<file path="config.mk">
export PLATFORM = sky130hd
export DESIGN_NAME = inst_encoder_flat
export DESIGN_NICKNAME = d
export VERILOG_FILES = /design/src/rtl/inst_encoder_if.sv /design/src/rtl/inst_encoder.sv /design/src/flat_wrapper.sv
export SDC_FILE = /design/constraint.sdc
export NUM_CORES = 1
export LEC_CHECK = 0
export CORE_MARGIN = 5
export CORE_UTILIZATION = 52
export CTS_BUF_LIST = sky130_fd_sc_hd__clkbuf_16
export DETAILED_ROUTE_END_ITERATION = 8
export PLACE_DENSITY = 0.95
export RECOVER_POWER = 25
export SLEW_MARGIN = 20
export SYNTH_ARGS = -nofsm -noshare
export SYNTH_HDL_FRONTEND = slang
export SYNTH_SLANG_ARGS = --single-unit
</file>
<file path="constraint.sdc">
create_clock -name clk -period 7.23 [get_ports clk]
set_input_delay 1.0845 -clock clk [delete_from_list [all_inputs] [get_ports clk]]
set_output_delay 1.0845 -clock clk [all_outputs]
set_load 0.05 [all_outputs]
</file>
<file path="src/rtl/inst_encoder_if.sv">
// Request/response bundle between an instruction producer and inst_encoder.
// Handshake: a side transfers on a rising edge where valid && ready. valid
// never waits on ready, and neither ready output depends on its valid.
interface inst_encoder_if;
    logic        in_valid;
    logic        in_ready;
    logic [6:0]  in_opcode;
    logic [4:0]  in_rd;
    logic [4:0]  in_rs1;
    logic [4:0]  in_rs2;
    logic [2:0]  in_funct3;
    logic [6:0]  in_funct7;
    logic [31:0] in_imm;
    logic        out_valid;
    logic        out_ready;
    logic [31:0] out_inst;
    logic        out_err;

    modport master (
        output in_valid, in_opcode, in_rd, in_rs1, in_rs2, in_funct3, in_funct7, in_imm, out_ready,
        input  in_ready, out_valid, out_inst, out_err
    );

    modport slave (
        input  in_valid, in_opcode, in_rd, in_rs1, in_rs2, in_funct3, in_funct7, in_imm, out_ready,
        output in_ready, out_valid, out_inst, out_err
    );
endinterface

</file>
<file path="src/rtl/inst_encoder.sv">
// RV32 instruction encoder feeding a FIFO_DEPTH-entry output buffer with saturating statistics.
// Optional macro IMM_RANGE_CHECK_EN flags immediates that do not fit their instruction field.
module inst_encoder #(
    parameter int FIFO_DEPTH = 2,
    parameter int CNT_W      = 16
) (
    input  logic             clk,
    input  logic             rst_n,
    inst_encoder_if.slave    bus,
    output logic [CNT_W-1:0] enc_cnt,
    output logic [CNT_W-1:0] err_cnt
);
    localparam int AW = $clog2(FIFO_DEPTH);
    localparam logic [CNT_W-1:0] CNT_ONE = {{(CNT_W-1){1'b0}}, 1'b1};

    localparam logic [6:0] OP_IMM    = 7'b0010011;
    localparam logic [6:0] OP_LOAD   = 7'b0000011;
    localparam logic [6:0] OP_JALR   = 7'b1100111;
    localparam logic [6:0] OP_STORE  = 7'b0100011;
    localparam logic [6:0] OP_BRANCH = 7'b1100011;
    localparam logic [6:0] OP_JAL    = 7'b1101111;
    localparam logic [6:0] OP_REG    = 7'b0110011;

    logic imm_ok12;
    logic imm_ok20;

`ifdef IMM_RANGE_CHECK_EN
    // A signed value fits N bits when every bit from N-1 upward equals the sign.
    assign imm_ok12 = (&bus.in_imm[31:11]) | ~(|bus.in_imm[31:11]);
    assign imm_ok20 = (&bus.in_imm[31:19]) | ~(|bus.in_imm[31:19]);
`else
    assign imm_ok12 = 1'b1;
    assign imm_ok20 = 1'b1;
`endif

    logic [31:0] enc_inst;
    logic        enc_err;

    always_comb begin
        enc_inst = {25'b0, bus.in_opcode};
        enc_err  = 1'b0;
        case (bus.in_opcode)
            OP_IMM, OP_LOAD, OP_JALR: begin
                enc_inst = {bus.in_imm[11:0], bus.in_rs1, bus.in_funct3, bus.in_rd, bus.in_opcode};
                enc_err  = !imm_ok12;
            end
            OP_STORE: begin
                enc_inst = {bus.in_imm[11:5], bus.in_rs2, bus.in_rs1, bus.in_funct3,
                            bus.in_imm[4:0], bus.in_opcode};
                enc_err  = !imm_ok12;
            end
            // B and J immediates arrive in halfwords, so bit k here is address bit k+1.
            OP_BRANCH: begin
                enc_inst = {bus.in_imm[11], bus.in_imm[9:4], bus.in_rs2, bus.in_rs1, bus.in_funct3,
                            bus.in_imm[3:0], bus.in_imm[10], bus.in_opcode};
                enc_err  = !imm_ok12;
            end
            OP_JAL: begin
                enc_inst = {bus.in_imm[19], bus.in_imm[9:0], bus.in_imm[10], bus.in_imm[18:11],
                            bus.in_rd, bus.in_opcode};
                enc_err  = !imm_ok20;
            end
            OP_REG: begin
                enc_inst = {bus.in_funct7, bus.in_rs2, bus.in_rs1, bus.in_funct3, bus.in_rd, bus.in_opcode};
            end
            default: enc_err = 1'b1;
        endcase
    end

    logic [31:0]      inst_mem_q [FIFO_DEPTH];
    logic             err_mem_q  [FIFO_DEPTH];
    logic [AW:0]      wr_ptr_q, wr_ptr_d;
    logic [AW:0]      rd_ptr_q, rd_ptr_d;
    logic             rdy_q;
    logic [CNT_W-1:0] enc_cnt_q, enc_cnt_d;
    logic [CNT_W-1:0] err_cnt_q, err_cnt_d;
    logic             full, empty, push, pop;

    // Pointers carry one extra lap bit so full and empty are distinguishable.
    assign empty = (wr_ptr_q == rd_ptr_q);
    assign full  = (wr_ptr_q[AW-1:0] == rd_ptr_q[AW-1:0]) && (wr_ptr_q[AW] != rd_ptr_q[AW]);

    assign bus.in_ready  = rdy_q && !full;
    assign bus.out_valid = !empty;
    assign bus.out_inst  = empty ? 32'd0 : inst_mem_q[rd_ptr_q[AW-1:0]];
    assign bus.out_err   = !empty && err_mem_q[rd_ptr_q[AW-1:0]];

    assign push = bus.in_valid && bus.in_ready;
    assign pop  = bus.out_valid && bus.out_ready;

    always_comb begin
        wr_ptr_d  = wr_ptr_q + {{AW{1'b0}}, push};
        rd_ptr_d  = rd_ptr_q + {{AW{1'b0}}, pop};
        enc_cnt_d = enc_cnt_q;
        err_cnt_d = err_cnt_q;
        if (push && (enc_cnt_q != {CNT_W{1'b1}})) enc_cnt_d = enc_cnt_q + CNT_ONE;
        if (push && enc_err && (err_cnt_q != {CNT_W{1'b1}})) err_cnt_d = err_cnt_q + CNT_ONE;
    end

    always_ff @(posedge clk or negedge rst_n) begin
        if (!rst_n) begin
            wr_ptr_q  <= '0;
            rd_ptr_q  <= '0;
            rdy_q     <= 1'b0;
            enc_cnt_q <= '0;
            err_cnt_q <= '0;
        end else begin
            wr_ptr_q  <= wr_ptr_d;
            rd_ptr_q  <= rd_ptr_d;
            rdy_q     <= 1'b1;
            enc_cnt_q <= enc_cnt_d;
            err_cnt_q <= err_cnt_d;
        end
    end

    // Storage needs no reset: entries are only visible between matching pointers.
    always_ff @(posedge clk) begin
        if (push) begin
            inst_mem_q[wr_ptr_q[AW-1:0]] <= enc_inst;
            err_mem_q[wr_ptr_q[AW-1:0]]  <= enc_err;
        end
    end

    assign enc_cnt = enc_cnt_q;
    assign err_cnt = err_cnt_q;
endmodule

</file>
<file path="src/flat_wrapper.sv">
// flat-port wrapper written by rule: the top's interface ports become plain ports
module inst_encoder_flat 
#(
    parameter int FIFO_DEPTH = 2,
    parameter int CNT_W      = 16
)
  (clk, rst_n, enc_cnt, err_cnt, bus_in_valid, bus_in_opcode, bus_in_rd, bus_in_rs1, bus_in_rs2, bus_in_funct3, bus_in_funct7, bus_in_imm, bus_out_ready, bus_in_ready, bus_out_valid, bus_out_inst, bus_out_err);
  inst_encoder_if bus_i ();
  input  logic clk;
  input  logic rst_n;
  output logic [CNT_W-1:0] enc_cnt;
  output logic [CNT_W-1:0] err_cnt;
  input wire logic [$bits(bus_i.in_valid)-1:0] bus_in_valid;
  input wire logic [$bits(bus_i.in_opcode)-1:0] bus_in_opcode;
  input wire logic [$bits(bus_i.in_rd)-1:0] bus_in_rd;
  input wire logic [$bits(bus_i.in_rs1)-1:0] bus_in_rs1;
  input wire logic [$bits(bus_i.in_rs2)-1:0] bus_in_rs2;
  input wire logic [$bits(bus_i.in_funct3)-1:0] bus_in_funct3;
  input wire logic [$bits(bus_i.in_funct7)-1:0] bus_in_funct7;
  input wire logic [$bits(bus_i.in_imm)-1:0] bus_in_imm;
  input wire logic [$bits(bus_i.out_ready)-1:0] bus_out_ready;
  output wire logic [$bits(bus_i.in_ready)-1:0] bus_in_ready;
  output wire logic [$bits(bus_i.out_valid)-1:0] bus_out_valid;
  output wire logic [$bits(bus_i.out_inst)-1:0] bus_out_inst;
  output wire logic [$bits(bus_i.out_err)-1:0] bus_out_err;
  assign bus_i.in_valid = bus_in_valid;
  assign bus_i.in_opcode = bus_in_opcode;
  assign bus_i.in_rd = bus_in_rd;
  assign bus_i.in_rs1 = bus_in_rs1;
  assign bus_i.in_rs2 = bus_in_rs2;
  assign bus_i.in_funct3 = bus_in_funct3;
  assign bus_i.in_funct7 = bus_in_funct7;
  assign bus_i.in_imm = bus_in_imm;
  assign bus_i.out_ready = bus_out_ready;
  assign bus_in_ready = bus_i.in_ready;
  assign bus_out_valid = bus_i.out_valid;
  assign bus_out_inst = bus_i.out_inst;
  assign bus_out_err = bus_i.out_err;
  inst_encoder #(.FIFO_DEPTH(FIFO_DEPTH), .CNT_W(CNT_W)) u_core (.clk(clk), .rst_n(rst_n), .bus(bus_i), .enc_cnt(enc_cnt), .err_cnt(err_cnt));
endmodule
</file>
==> qor.txt <==
Min-delay worst type - flop to flop
Clock Tree Buf Depth - 2
Clock Pin Slew Worst Setup and Hold Paths - 0.06 ns
Initial antenna violation count - 4
Synth top cells by count - 66 x edfxtp_1, 48 x nor2_1, 38 x mux2i_1
Fin Setup TNS - 0 ns
Setup bufs post-CTS - 0
Die ar. - 11200 sq um
Slew margin rel. - -31.8%
Max Slew Vio Count - 74
Vias in the first global route - 3711
Die Y - 106 microns
Ports - 135
Pin count of the biggest net entering global routing - 38
Port Buffers - 122
R2R cell count - 5
CTS tree - built
Area share of the largest cell type after synthesis - 41.6%
Final hold violations - 0
Primary FF master, synth - edfxtp_1
Crit path capture type - output pin
Status - finished, violations left
Setup Viol. Count Final - 0
Max-cap violations - 2
Worst EP arrival - 3.86 ns
Root Buffer Master - clkbuf_16
Critical Path RT - 6.15 ns
Row count - 35
FF+latch count, synth - 103
Startpoint Class - flop
Horiz. Die Dim - 106 microns
Synth area leaders - edfxtp_1 42%, dfrtp_1 19%, mux2i_1 8.0%
DRC - 0
Critical path fanouts, max - 35
Post-DP HPWL - 8340 microns
Distinct cells, synth - 45
Tcrit/Tclk final - 68.3%
Resize count post-CTS - 0
Vias - 3561
Critical path class - flop to output pin
Count leader, synth - edfxtp_1
Routed Antenna Nets - 0
Worst-case hold slack - 0.492 ns
LEAKAGE - 2.60 nW
Min Clock Period, post-route - 4.94 ns
Clk sinks - 103
Vias per inst - 5.65
Post-synthesis sequential area ratio - 61.1%
WL per Instance - 18.6 microns
Footprint of the multi-input gates - 1740 sq um
Starting density of the core - 52.5%
Synth Instances - 385
Failing checks - max-capacitance violations, max-slew violations
Initial drt markers - 365
Achievable Freq - 0.202 GHz
Post-Syn Nets - 458
Cts hold-fix bufs - 0
PwrDens - 435 nW/um^2
Post-Syn Area per Cell - 12.4 sq um
Worst-Margin Slew - 1.98 ns
Filler instances - 591
Area growth from synthesis to layout - 34.6%
First-pass GRT wire length - 18600 microns
Warnings, synthesis - 0
Clock Latency Late Sink - 0.34 ns
Post-synth EDFFs - 66
Unrepaired setup endpoints after global routing - no
First-pass DRT Iterations - 8
RePlAce Congestion - 0.847
FF+latch area - 2910 sq um
Congestion Overflow GR - 0
Detailed Route WL - 11700 microns
Nets - 583
Post-synth ARST share - 35.9%
Max IR drop VDD - 289 uV
Post-synth top area cell - edfxtp_1
Clk_skew - 0.00870 ns
CTS Buf Count - 9
Fin util - 70.7%
Htree depth - 3
Hold path depth - 1
Total Power - 2.79 mW
Ratio of cells with drive above 1 in the final layout - 5.24%
Mapped Area - 4760 sq um
Global Route Usage Sum - 21.1%
Core Area - 9060 sq um
==> sequential cells by signal (all words and copies together) (netlist names) <==
register	count
u_core.rd_ptr_q	2
u_core.enc_cnt	16
u_core.wr_ptr_q	2
u_core.rdy_q	1
u_core.err_cnt	16
u_core.inst_mem_q	64
u_core.err_mem_q	2
==> layout by cell type, fill, tap and decap left out, types with 2 or more instances in the layout <==
cell	Yosys	final
clkdlybuf4s50_1	0	106
edfxtp_1	66	66
nor2_1	48	48
mux2i_1	38	38
dfrtp_1	37	37
nand2_1	26	26
inv_1	19	19
xnor2_1	16	16
dlygate4sd3_1	0	16
xor2_1	14	14
a222oi_1	11	11
nand3_1	9	9
clkbuf_16	0	9
a22o_1	8	8
o21ai_0	7	7
and3_1	7	7
nand4_1	7	7
nor3_1	6	6
nor2b_1	6	5
ha_1	5	5
diode_2	0	4
a21oi_1	4	4
or3_1	4	4
mux2_2	4	4
nor4_1	5	4
nand2b_1	3	3
buf_4	1	3
nand3b_1	2	2
o311ai_0	2	2
and4_1	2	2
and2_1	2	2
clkinvlp_2	0	2
inv_6	0	2
==> routing by layer <==
metal	track usage, %	up-vias	routed length, microns
met5	0	-	0
met4	10.6	0	318
met3	4.53	24	714
met2	37.6	148	6390
met1	23.8	1720	4290
li1	-	1669	-
==> cells by family (layout without fill, tap and decap cells) <==
kind of cell / count (synthesis) / in the layout / share of synthesized area (%)
AND/OR/NAND/NOR: 131 / 131 / 13.2
flip-flops: 103 / 103 / 61.1
AO/OA/AOI/OAI: 42 / 42 / 7.26
multiplexers: 42 / 42 / 8.94
buffers and inverters: 31 / 161 / 2.55
XOR/XNOR: 30 / 30 / 5.52
adder cells (fa/ha/maj): 5 / 5 / 1.31
other: 1 / 5 / 0.0788
==> through the flow <==
| step | setup slack [ns] | cell area (sq um) | instances |
|---|---|---|---|
| floorplan | 4.30 | 4760 | 385 |
| global placement | 3.39 | 6100 | 610 |
| detailed placement | 3.34 | 6100 | 610 |
| CTS | 2.96 | 6400 | 626 |
| global route | 2.04 | 6410 | 630 |
| finish | 2.29 | 6410 | 630 |
==> layout make-up <==
class / count / area share, %
Sequential cell: 103 / 45.4
Multi-Input combinational cell: 251 / 27.1
Timing Repair Buffer: 126 / 19.5
Clock buffer: 9 / 3.51
Tap cell: 111 / 2.17
Inverter: 19 / 1.11
Clock inverter: 7 / 1.07
Antenna cell: 4 / 0.156
==> final timing paths <==
check                                        start                 end  slack (ns)
min in group asynchronous                    rst_n   u_core.err_cnt[3]        1.83
worst max register to register  u_core.rd_ptr_q[0]  u_core.err_cnt[14]        3.68
worst max-delay path            u_core.rd_ptr_q[0]    bus_out_inst[20]        2.29
worst min-delay path            u_core.rd_ptr_q[1]  u_core.rd_ptr_q[1]        0.49
worst min register to register  u_core.rd_ptr_q[1]  u_core.rd_ptr_q[1]        0.49
max in group asynchronous                    rst_n   u_core.err_cnt[6]        4.25
==> critical path: stages (launching register included) <==
cell,delay (ns)
dfrtp_1,1.60
xnor2_1,0.36
nor2b_2,0.26
buf_4,0.26
nor2_1,0.19
clkdlybuf4s50_1,0.83
==> report_power, final <==
part / leakage, nW / internal (mW) / switching, mW
combinational: 1.36 / 0.489 / 0.977
clock: 0.136 / 0.268 / 0.208
sequential: 1.11 / 0.734 / 0.110
Power figures use the tool's default switching activity.
